[src/rtl/seq_addsub.sv]
// seq_addsub: digit-serial add/subtract with signed/unsigned and saturate/wrap result modes.
// Optional SEQ_ADDSUB_ACC_EN adds an acc input that feeds the previous out back as operand A.
//
// state | meaning
// IDLE  | waiting for start; operands and mode bits latched on start
// EXT   | extend latched operands to EXT_W, invert B and set carry-in for subtract
// CALC  | add one CHUNK slice per edge, LSB slice first, carry registered
// SAT   | range-check the full sum, clamp or wrap, publish out/ovf with done
module seq_addsub #(
    parameter int IN_W  = 4,
    parameter int OUT_W = 5,
    parameter int CHUNK = 2
) (
    input  logic             clk,
    input  logic             reset_n,
    input  logic             start,
    input  logic [IN_W-1:0]  a,
    input  logic [IN_W-1:0]  b,
    input  logic             sub,
    input  logic             is_signed,
    input  logic             sat,
`ifdef SEQ_ADDSUB_ACC_EN
    input  logic             acc,
`endif
    output logic [OUT_W-1:0] out,
    output logic             ovf,
    output logic             running,
    output logic             done
);

    localparam int MAX_W = (IN_W + 1 > OUT_W) ? IN_W + 1 : OUT_W;
    localparam int EXT_W = ((MAX_W + CHUNK - 1) / CHUNK) * CHUNK;
    localparam int N     = EXT_W / CHUNK;
    localparam int CNT_W = (N > 1) ? $clog2(N) : 1;
    localparam int CMP_W = EXT_W + 2;

    typedef enum logic [1:0] {IDLE, EXT, CALC, SAT} state_t;

    state_t             state_q;
    logic [IN_W-1:0]    a_raw_q, b_raw_q;
    logic               sub_q, signed_q, sat_q;
    logic [EXT_W-1:0]   a_q, b_q, sum_q;
    logic               carry_q;
    logic [CNT_W-1:0]   cnt_q;
    logic [OUT_W-1:0]   out_q;
    logic               ovf_q, running_q, done_q;

    logic [IN_W-1:0]    a_sel;
    logic [EXT_W-1:0]   a_ext, b_ext, sum_d;
    logic [CHUNK:0]     slice;
    logic signed [CMP_W-1:0] s_val, hi_v, lo_v, one_v;
    logic [OUT_W-1:0]   out_d;
    logic               ovf_d;

`ifdef SEQ_ADDSUB_ACC_EN
    localparam int AW = (IN_W > OUT_W) ? IN_W : OUT_W;
    logic [AW-1:0] out_ext;
    always_comb begin
        if (is_signed) out_ext = AW'($signed(out_q));
        else           out_ext = AW'(out_q);
        a_sel = acc ? IN_W'(out_ext) : a;
    end
`else
    assign a_sel = a;
`endif

    always_comb begin
        if (signed_q) begin
            a_ext = EXT_W'($signed(a_raw_q));
            b_ext = EXT_W'($signed(b_raw_q));
        end else begin
            a_ext = EXT_W'(a_raw_q);
            b_ext = EXT_W'(b_raw_q);
        end
    end

    assign slice = {1'b0, a_q[CHUNK-1:0]} + {1'b0, b_q[CHUNK-1:0]} + {{CHUNK{1'b0}}, carry_q};
    // new slice enters at the top; after N shifts the LSB slice has reached bit 0
    assign sum_d = EXT_W'({slice[CHUNK-1:0], sum_q} >> CHUNK);

    always_comb begin
        one_v = CMP_W'(1);
        if (signed_q || sub_q) s_val = CMP_W'($signed(sum_q));
        else                   s_val = CMP_W'(sum_q);
        if (signed_q) begin
            hi_v = (one_v <<< (OUT_W - 1)) - one_v;
            lo_v = -(one_v <<< (OUT_W - 1));
        end else begin
            hi_v = (one_v <<< OUT_W) - one_v;
            lo_v = '0;
        end
        ovf_d = (s_val > hi_v) || (s_val < lo_v);
        if (sat_q && (s_val > hi_v))      out_d = OUT_W'(hi_v);
        else if (sat_q && (s_val < lo_v)) out_d = OUT_W'(lo_v);
        else                              out_d = OUT_W'(s_val);
    end

    always_ff @(posedge clk or negedge reset_n) begin
        if (!reset_n) begin
            state_q   <= IDLE;
            a_raw_q   <= '0;
            b_raw_q   <= '0;
            sub_q     <= 1'b0;
            signed_q  <= 1'b0;
            sat_q     <= 1'b0;
            a_q       <= '0;
            b_q       <= '0;
            sum_q     <= '0;
            carry_q   <= 1'b0;
            cnt_q     <= '0;
            out_q     <= '0;
            ovf_q     <= 1'b0;
            running_q <= 1'b0;
            done_q    <= 1'b0;
        end else begin
            done_q <= 1'b0;
            case (state_q)
                IDLE: begin
                    if (start) begin
                        a_raw_q   <= a_sel;
                        b_raw_q   <= b;
                        sub_q     <= sub;
                        signed_q  <= is_signed;
                        sat_q     <= sat;
                        running_q <= 1'b1;
                        state_q   <= EXT;
                    end
                end
                EXT: begin
                    a_q     <= a_ext;
                    b_q     <= sub_q ? ~b_ext : b_ext;
                    carry_q <= sub_q;
                    sum_q   <= '0;
                    cnt_q   <= CNT_W'(N - 1);
                    state_q <= CALC;
                end
                CALC: begin
                    a_q     <= a_q >> CHUNK;
                    b_q     <= b_q >> CHUNK;
                    sum_q   <= sum_d;
                    carry_q <= slice[CHUNK];
                    if (cnt_q == '0) state_q <= SAT;
                    else             cnt_q   <= cnt_q - CNT_W'(1);
                end
                SAT: begin
                    out_q     <= out_d;
                    ovf_q     <= ovf_d;
                    done_q    <= 1'b1;
                    running_q <= 1'b0;
                    state_q   <= IDLE;
                end
                default: state_q <= IDLE;
            endcase
        end
    end

    assign out     = out_q;
    assign ovf     = ovf_q;
    assign running = running_q;
    assign done    = done_q;

endmodule

[config.mk]
export PLATFORM = sky130hd
export DESIGN_NAME = seq_addsub
export DESIGN_NICKNAME = d
export VERILOG_FILES = /design/src/rtl/seq_addsub.sv
export SDC_FILE = /design/constraint.sdc
export NUM_CORES = 1
export LEC_CHECK = 0
export BUFFER_PORTS_ARGS = -buffer_cell sky130_fd_sc_hd__buf_2
export CAP_MARGIN = 0
export CORE_AREA = 2 2 73 75
export DETAILED_ROUTE_END_ITERATION = 16
export DIE_AREA = 0 0 75 77
export GPL_TIMING_DRIVEN = 1
export PLACE_DENSITY = 0.61
export SLEW_MARGIN = 20
export SYNTH_ARGS = -nofsm -noshare
export SYNTH_HDL_FRONTEND = slang
export SYNTH_SLANG_ARGS = --single-unit
[constraint.sdc]
create_clock -name clk -period 2.2 [get_ports clk]
set_input_delay 0.44 -clock clk [delete_from_list [all_inputs] [get_ports clk]]
set_output_delay 0.44 -clock clk [all_outputs]
set_load 0.01 [all_outputs]
==> metrics.md, run 1 <==
| Metric | Value |
|---|---|
| Final setup violation count | 0 |
| Chip Width | 75 µm |
| Die area | 0.00578 mm² |
| Vias in the first global route | 1307 |
| Setup TNS | 0 ns |
| Worst R2R Start | signed_q |
| Dpl hpwl | 2350 µm |
| Unrepaired setup endpoints after global routing | false |
| Total power | 3450 µW |
| Worst-case clock buffer depth | 2 |
| Vias | around 1300 |
| Later-pin clock latency in the skew report | 0.29 ns |
| Max cap viols | 0 |
| Placeable Area | about 0.005 mm² |
| RePlAce Congestion | roughly 0.75 |
| Fin crit period | 1.96 ns |
| Status | complete, no violations |
| WP data required | ~2.4 ns |
| Post-DRT Antenna Nets | 0 |
| NumNets Final | about 230 |
| Worst VDD drop | 0.612 mV |
| Root Buffer | clkbuf_8 |
| Clock sinks | 40 |
| Antenna violations before repair | 0 |
| Setup Skew | ~0.0065 ns |
| CP arrival | 2.16 ns |
| Slew Limit Fails | 0 |
| Synth warn | 0 |
| Most common cell after layout, fill and taps aside | dfrtp_1 |
| DR WL/cell | 12.0 µm |
| Design Area, Final | 0.00225 mm² |
| ANT cells | 0 |
| Via-to-Cell Ratio | 4.81 |
| Syn Inst Count | 185 |
| Pre-antenna DRT Iters | 4 |
| Setup slack after layout | 0.242 ns |
| CP startpoint kind | flip-flop |
| Tightest Hold Check Type | in2async |
| Commonest cells after routing, fill and taps aside | dfrtp_1, buf_2, inv_1, nor2_1 |
| FMAX | 511 MHz |
| # port buffers | 21 |
| First-pass GRT wire length | 5830 µm |
| Synth top area cells | dfrtp_1, mux2_2, ha_1 |
| CP Class | reg2reg |
| Worst-margin pin slew | 0.532 ns |
| Worst slew margin | 64.5% |
| Post-synthesis sequential area ratio | 51.2% |
| Crit. End Element | flip-flop |
| GR peak layer | met2 |
| Critical path fanouts, max | 8 |
| Critical Path Start | signed_q |
| Die Y | 77 µm |
| Pin count of the biggest net entering global routing | 22 |
| TritonCTS clock tree | built |
| Top-area cell type share of the netlist area | 51.2% |
| Cell taking the most area after synthesis | dfrtp_1 |
| Fin. Hold Viols | 0 |
| Syn_nets | 210 |
| Syn avg cell area | 10.6 µm² |
| Fin crit share | 89.0% |
| Met1 usage | 17.3% |
| Htree depth | 2 |
| Synth unique cells | 31 |
| Placed cell count | 271 |
| Initial core utilization | 39.3% |
| Clk pin slew, worst setup/hold paths | 0.08 ns |
| Non-Filler Instances | between 200 and 300 |
| Cts repair resizes | 0 |
| Met3 Use GR | between 3 and 4% |
| Grt ovf | 0 |
| CTS Hold Bufs | 0 |
| PD cells | 1530 mW/mm² |
| DRC | 0 |
| Initial DRC Count | 39 |
| Setup Buffers After CTS | 0 |
| Static Leakage | 0.00101 µW |
| Layout area overhead | 15.3% |
| Layout cells sized above 1 | between 20% and 30% |
| Placement Cell Area | 0.00216 mm² |
| Met2 layer usage reported by global route | 20.2% |
| Dpl ws | 0.266 ns |
| Register bit total from synthesis | 40 |
| IO Pins | 22 |
| Final wirelength | 3320 µm |
| Total track usage | 13.2% |
| Fillcell total | approximately 500 |
| Rows | 26 |
| CTS Buf Count | 5 |
| Synthesized area | 0.00196 mm² |
==> critical path: stages (launching register included) <==
cell and delay, ns:
dfrtp_1 0.48, o21a_1 0.25, ha_1 0.29, and4bb_1 0.20
a32oi_1 0.26, a221oi_1 0.13, a311oi_1 0.25
==> layer usage <==
layer / vias to the layer above / share of wire [%]
met3: 8 / 3.9
li1: 676 / -
met5: - / 0
met1: 632 / 47
met2: 22 / 46
met4: 0 / 2.2
==> power breakdown <==
group	internal [µW]	switching, µW
Sequential	1090	228
Clock	279	242
Combinational	761	848
Total	2130	1320
==> cell type report <==
| type | count | area, µm² | area share (%) |
|---|---|---|---|
| inverter | 16 | 60.1 | 2.66 |
| sequential | 40 | 1000 | 44.4 |
| tap | 70 | 87.6 | 3.88 |
| timing repair buffer | 26 | 155 | 6.88 |
| clock buffer | 7 | 96.3 | 4.27 |
| multi-input combinational | 119 | 855 | 37.9 |
==> metrics by stage <==
step | utilization (%) | hold slack, ns
2_1_floorplan | - | 0.144
4_1_cts | 45.3 | 0.109
3_3_place_gp | 43.4 | 0.419
5_1_grt | 45.3 | 0.128
3_5_place_dp | 43.4 | 0.425
6_report | 45.3 | 0.0963
==> cells by family after synthesis <==
logic type               count (synthesis)  share of synthesized area [%]
AO/OA/AOI/OAI                           38                           11.5
adder cells (fa/ha/maj)                 11                           7.81
buffers and inverters                   26                           5.12
flip-flops                              40                           51.2
AND/OR/NAND/NOR                         47                           12.0
multiplexers                            18                           10.1
XOR/XNOR                                 5                           2.24
==> registers in the layout (all words and copies together), names as in the netlist, 2 cells and up <==
| name | flops |
|---|---|
| state_q | 2 |
| out | 5 |
| sum_q | 6 |
| b_q | 5 |
| a_q | 5 |
| b_raw_q | 4 |
| a_raw_q | 4 |
| cnt_q | 2 |
==> Yosys cell counts <==
| cell | count |
|---|---|
| a21oi_1 | 11 |
| a221oi_1 | 2 |
| a22o_1 | 1 |
| a311oi_1 | 1 |
| a31oi_1 | 4 |
| a32oi_1 | 1 |
| and4bb_1 | 1 |
| buf_2 | 2 |
| clkbuf_1 | 8 |
| dfrtp_1 | 40 |
| fa_1 | 2 |
| ha_1 | 9 |
| inv_1 | 16 |
| mux2_2 | 14 |
| mux2i_1 | 4 |
| nand2_1 | 13 |
| nand2b_1 | 3 |
| nand3_1 | 8 |
| nand4b_1 | 1 |
| nor2_1 | 15 |
| nor2b_1 | 2 |
| nor3_1 | 1 |
| nor3b_2 | 1 |
| nor4b_1 | 1 |
| o211ai_1 | 2 |
| o21a_1 | 1 |
| o21ai_0 | 14 |
| o22a_1 | 1 |
| or3_4 | 1 |
| xnor2_1 | 2 |
| xor2_1 | 3 |
==> path summary, 6_finish.rpt <==
path                              end  slack (ns)  cells after the start
max reg2reg                    out[4]        0.24                      6
min reg2reg                a_raw_q[3]        0.50                      1
min in group clk                sat_q        0.38                      2
max                            out[4]        0.24                      6
min                          sum_q[5]         0.1                      1
max in group asynchronous      b_q[2]        1.63                      2
(Power assumes the default switching activity.)
==> inputs of run 2 (changes only) <==
--- a/config.mk
+++ b/config.mk
@@ -11,6 +11,7 @@
 export DETAILED_ROUTE_END_ITERATION = 16
 export DIE_AREA = 0 0 75 77
 export GPL_TIMING_DRIVEN = 1
+export MAX_ROUTING_LAYER = met4
 export PLACE_DENSITY = 0.61
 export SLEW_MARGIN = 20
 export SYNTH_ARGS = -nofsm -noshare
==> constraint.sdc (replaced) <==
create_clock -name clk -period 2.1 [get_ports clk]
set_input_delay 0.42 -clock clk [delete_from_list [all_inputs] [get_ports clk]]
set_output_delay 0.42 -clock clk [all_outputs]
set_load 0.01 [all_outputs]
==> metrics.md, run 2 (same netlist as run 1, synthesis figures left out) <==
| Metric | Value |
|---|---|
| Fin crit share | 92.8% (+3.8 points) |
| Static Leakage | 0.00102 µW (+0.94%) |
| CTS Hold Bufs | 0 (unchanged) |
| Fillcell total | 494 (+1.6%) |
| Layout area overhead | 16.4% |
| Design Area, Final | 0.00228 mm² (+1.0%) |
| Biggest register | sum_q |
| Clock sinks | 40 (unchanged) |
| # port buffers | 21 (unchanged) |
| CP startpoint kind | flip-flop |
| CTS Buf Count | 5 (unchanged) |
| Vias | 1352 (+1.0%) |
| Vias in the first global route | 1317 (+0.77%) |
| NumNets Final | 235 (+0.86%) |
| ANT cells | 0 (unchanged) |
| TritonCTS clock tree | built |
| Sw frac | 38.4% (+0.22 points) |
| Max cap viols | 0 (unchanged) |
| FMAX | 513 MHz (+0.50%) |
| Worst VDD drop | 0.706 mV (+15%) |
| Fin. Hold Viols | 0 (unchanged) |
| Pre-antenna DRT Iters | 4 (unchanged) |
| Chip Width | 75 µm (unchanged) |
| Clk pin slew, worst setup/hold paths | 0.08 ns (about the same) |
| Clk network pwr share | 14.4% (-0.7 points) |
| Sequential share of power | 37.9% (-0.3 points) |
| Crit. End Element | flip-flop |
| Unrepaired setup endpoints after global routing | false |
| Max FFs per register | 6 (unchanged) |
| Rows | 26 (unchanged) |
| PD cells | 1600 mW/mm² (+4.5%) |
| Initial DRC Count | 51 (+31%) |
| Pin count of the biggest net entering global routing | 25 (+14%) |
| Status | complete, no violations |
| Total track usage | 13.2% (+0.085 points) |
| Fin crit period | 1.95 ns (-0.00965 ns) |
| Reg area | 0.00100 mm² (+0.12%) |
| Worst Reg-to-Reg Cells | 6 (unchanged) |
| DR WL/cell | 11.8 µm (-1.7%) |
| Root Buffer | clkbuf_8 |
| Placeable Area | 0.00498 mm² (unchanged) |
| Setup TNS | 0 ns (unchanged) |
| CP arrival | 2.14 ns (-0.02 ns) |
| Net Switching | 1400 µW (+6.2%) |
| Critical path fanouts, max | 8 (unchanged) |
| Worst R2R Start | signed_q |
| Multi-input gate area | 855 µm² (unchanged) |
| Dpl hpwl | 2410 µm (+2.3%) |
| First-pass GRT wire length | 5720 µm (-1.9%) |
| Via-to-Cell Ratio | 4.81 (about the same) |
| Combinational Power Share | 47.8% (+1.1 points) |
| Worst-margin pin slew | 0.476 ns (-0.0558 ns) |
| RePlAce Congestion | 0.736 (-2.4%) |
| Die Y | 77 µm (unchanged) |
| CP Class | reg2reg |
| R2r endpoint | out[4] |
| Placement Cell Area | 0.00219 mm² (+1.3%) |
| Worst-case clock buffer depth | 2 (unchanged) |
| Slew Limit Fails | 0 (unchanged) |
| R2r setup slk | 0.15 ns (-0.09 ns) |
| Most common cell after layout, fill and taps aside | dfrtp_1 |
| Grt ovf | 0 (unchanged) |
| Commonest cells after routing, fill and taps aside | dfrtp_1, buf_2, inv_1, nor2_1 |
| Initial core utilization | 39.3% (unchanged) |
| Htree depth | 2 (unchanged) |
| Antenna violations before repair | 0 (unchanged) |
| IO Pins | 22 (unchanged) |
| Later-pin clock latency in the skew report | 0.29 ns (about the same) |
| Layout cells sized above 1 | 24.2% (+0.61 points) |
| Setup Skew | 0.00530 ns (-0.00117 ns) |
| Worst slew margin | 68.2% (+3.7 points) |
| Die area | 0.00578 mm² (unchanged) |
| Post-DRT Antenna Nets | 0 (unchanged) |
| WP data required | 2.29 ns (-0.11 ns) |
| Int Pwr | 2240 µW (+5.2%) |
| Tightest Hold Check Type | in2async |
| DRC | 0 (unchanged) |
| Final wirelength | 3300 µm (-0.66%) |
| Final setup violation count | 0 (unchanged) |
==> run 2: cell types whose count changed in the layout (fill, tap and decap cells not counted) <==
cell	previous run	this run
buf_12	1	2
buf_4	4	5
clkbuf_1	0	2
clkbuf_8	7	6
dfrtp_1	40	39
dfrtp_2	0	1
==> run 2: layout make-up <==
class	instances	area share, %
Inverter	16	2.64
Multi-Input combinational cell	119	37.5
Timing Repair Buffer	28	8.02
Clock buffer	8	3.96
Tap cell	70	3.85
Sequential cell	40	44.0
==> run 2: layer usage <==
| layer | GRT usage [%] | up-vias | wire (µm) |
|---|---|---|---|
| li1 | - | 683 | - |
| met1 | 16.4 | 636 | 1580 |
| met2 | 20.3 | 24 | 1520 |
| met3 | 3.15 | 9 | 122 |
| met4 | 5.89 | 0 | 76 |
| met5 | - | - | 0 |
==> run 2: power groups by stage <==
stage               combinational (µW)  clock (µW)  sequential (µW)
floorplan                         1300           0             1380
global placement                  1720           0             1390
detailed placement                1760           0             1390
CTS                               1770         544             1380
global route                      2000         567             1430
finish                            1740         523             1380
==> run 2: worst max-delay path by stage <==
stage,from,end
floorplan,sub_q,out[4]
global placement,signed_q,out[4]
detailed placement,signed_q,out[4]
CTS,signed_q,out[4]
global route,signed_q,out[4]
finish,signed_q,out[4]
==> run 2: critical path, stage by stage, from the launching register on <==
cell      delay (ns)
dfrtp_2         0.47
o21a_1          0.23
ha_1            0.30
and4bb_1        0.21
a32oi_1         0.25
a221oi_1        0.12
a311oi_1        0.27
==> run 2: per-stage QoR <==
| step | std cells | setup WS, ns | hold slack (ns) | util (%) | power, µW |
|---|---|---|---|---|---|
| 2_1_floorplan | 185 | 0.127 | 0.124 | - | 2670 |
| 3_3_place_gp | 273 | 0.218 | 0.397 | 43.9 | 3110 |
| 3_5_place_dp | 273 | 0.142 | 0.393 | 43.9 | 3160 |
| 4_1_cts | 281 | 0.115 | 0.0752 | 45.7 | 3690 |
| 5_1_grt | 281 | 0.0326 | 0.104 | 45.8 | 4000 |
| 6_report | 281 | 0.151 | 0.0636 | 45.8 | 3640 |
==> run 2: what timing repair did <==
item | in CTS | in global routing
endpoints found under the setup margin | 0 | 1
resized for setup | 0 | 1
hold endpoints to repair | 0 | 0
setup buffers | 0 | 0
==> inputs of run 3 (changes only) <==
==> constraint.sdc (replaced) <==
create_clock -name clk -period 2.05 [get_ports clk]
set_input_delay 0.41 -clock clk [delete_from_list [all_inputs] [get_ports clk]]
set_output_delay 0.41 -clock clk [all_outputs]
set_load 0.01 [all_outputs]
==> metrics.md, run 3 (same netlist as run 1, synthesis figures left out) <==
| Metric | Value |
|---|---|
| Status | complete, no violations |
| Slew Limit Fails | 0 (unchanged) |
| NumNets Final | 235 (unchanged) |
| RePlAce Congestion | 0.778 (+5.7%) |
| Die area | 0.00578 mm² (unchanged) |
| R2r setup slk | 0.14 ns (about the same) |
| Tightest Hold Check Type | in2async |
| Clk pin slew, worst setup/hold paths | 0.08 ns (about the same) |
| Non-Filler Instances | 281 (unchanged) |
| Critical Path Start | signed_q |
| DRC | 0 (unchanged) |
| Pin count of the biggest net entering global routing | 41 (+64%) |
| IO Pins | 22 (unchanged) |
| Chip Width | 75 µm (unchanged) |
| Max cap viols | 0 (unchanged) |
| Initial DRC Count | 47 (-7.8%) |
| Fin. Hold Viols | 0 (unchanged) |
| ANT cells | 0 (unchanged) |
| Vias | 1324 (-2.1%) |
| Critical path fanouts, max | 6 (-2) |
| Via-to-Cell Ratio | 4.71 (-2.1%) |
| Fin crit share | 93.1% (+0.31 points) |
| Worst Reg-to-Reg Cells | 6 (unchanged) |
| Post-DRT Antenna Nets | 0 (unchanged) |
| Worst slew margin | 69.0% (+0.72 points) |
| Worst-case clock buffer depth | 2 (unchanged) |
| # port buffers | 21 (unchanged) |
| Unrepaired setup endpoints after global routing | false |
| Total track usage | 13.3% (+0.031 points) |
| Cts repair resizes | 0 (unchanged) |
| Final design utilization | 46.5% (+0.70 points) |
| CTS Hold Bufs | 0 (unchanged) |
| Total power | 3890 µW (+7.0%) |
| Setup Buffers After CTS | 0 (unchanged) |
| TritonCTS clock tree | built |
| Crit. End Element | flip-flop |
| First-pass GRT wire length | 5690 µm (-0.61%) |
| Final setup violation count | 0 (unchanged) |
| Worst-margin pin slew | 0.466 ns (-0.0108 ns) |
| Placeable Area | 0.00498 mm² (unchanged) |
| CP arrival | 2.11 ns (-0.03 ns) |
| Static Leakage | 0.00104 µW (+1.7%) |
| WP data required | 2.25 ns (-0.04 ns) |
| Grt ovf | 0 (unchanged) |
| Layout area overhead | 18.2% |
| Setup TNS | 0 ns (unchanged) |
| Worst VDD drop | 0.773 mV (+9.5%) |
| Layout cells sized above 1 | 24.6% (+0.47 points) |
| Rows | 26 (unchanged) |
| Root Buffer | clkbuf_8 |
| Biggest register | sum_q |
| FMAX | 524 MHz (+2.1%) |
| Worst R2R Start | signed_q |
| Max FFs per register | 6 (unchanged) |
| Antenna violations before repair | 0 (unchanged) |
| Die Y | 77 µm (unchanged) |
| Later-pin clock latency in the skew report | 0.29 ns (about the same) |
| Setup Skew | 0.00435 ns (-0.000950 ns) |
| Dpl ws | 0.165 ns (+0.0237 ns) |
| DR WL/cell | 11.8 µm (+0.70%) |
| Fin crit period | 1.91 ns (-0.0400 ns) |
| Setup slack after layout | 0.141 ns (-0.0100 ns) |
| Most common cell after layout, fill and taps aside | dfrtp_1 |
| Vias in the first global route | 1267 (-3.8%) |
| Pre-antenna DRT Iters | 4 (unchanged) |
| CP Class | reg2reg |
| Dpl hpwl | 2300 µm (-4.3%) |
| Placed cell count | 273 (unchanged) |
| PD cells | 1680 mW/mm² (+5.4%) |
| Commonest cells after routing, fill and taps aside | dfrtp_1, buf_2, inv_1, nor2_1 |
| Clock sinks | 40 (unchanged) |
| Final wirelength | 3330 µm (+0.70%) |
| Initial core utilization | 39.3% (unchanged) |
| CTS Buf Count | 5 (unchanged) |
| Htree depth | 2 (unchanged) |
| CP startpoint kind | flip-flop |
## run 3: changes by cell type in the layout (fill, tap and decap cells not counted), sizes merged
cell and change:
bufinv +1, clkbuf -1
## run 3: layout make-up
| class | instances | area (µm²) |
|---|---|---|
| Clock buffer | 7 | 96.3 |
| Clock inverter | 1 | 30.0 |
| Multi-Input combinational cell | 119 | 855 |
| Sequential cell | 40 | 1000 |
| Inverter | 16 | 60.1 |
| Tap cell | 70 | 87.6 |
| Timing Repair Buffer | 28 | 183 |
| Fill cell | 473 | 2670 |
## run 3: metal layers
layer | vias up | GRT usage, % | routed length (µm)
met5 | - | - | 0
met4 | 0 | 4.29 | 44
met3 | 5 | 4.73 | 148
met2 | 21 | 19.5 | 1480
met1 | 622 | 17.0 | 1650
li1 | 676 | - | -
## run 3: final timing paths
| check | to |
|---|---|
| worst max-delay path | out[4] |
| worst min-delay path | a_q[4] |
| worst max register to register | out[4] |
| worst min register to register | cnt_q[0] |
| max in group asynchronous | sat_q |
| min in group clk | b_raw_q[1] |
## run 3: through the flow
step | hold slack (ns) | instance area, µm²
final | 0.0675 | 2310
after global routing | 0.0821 | 2310
after CTS | 0.0739 | 2310
after detailed placement | 0.396 | 2190
after global placement | 0.396 | 2190
after floorplan | 0.114 | 1960
## run 3: critical path, cell delays in order, from the launching register on
cell and delay, ns:
dfrtp_1 0.45, o21a_1 0.24, ha_1 0.29, and4bb_1 0.21, a32oi_1 0.25, a221oi_1 0.13
a311oi_1 0.25
## run 3: where the power goes
group,leakage (µW),switching [µW],internal (µW),total [µW]
registers,0.000485,236,1170,1410
logic,0.000491,928,857,1780
clock network,0.0000645,275,430,705
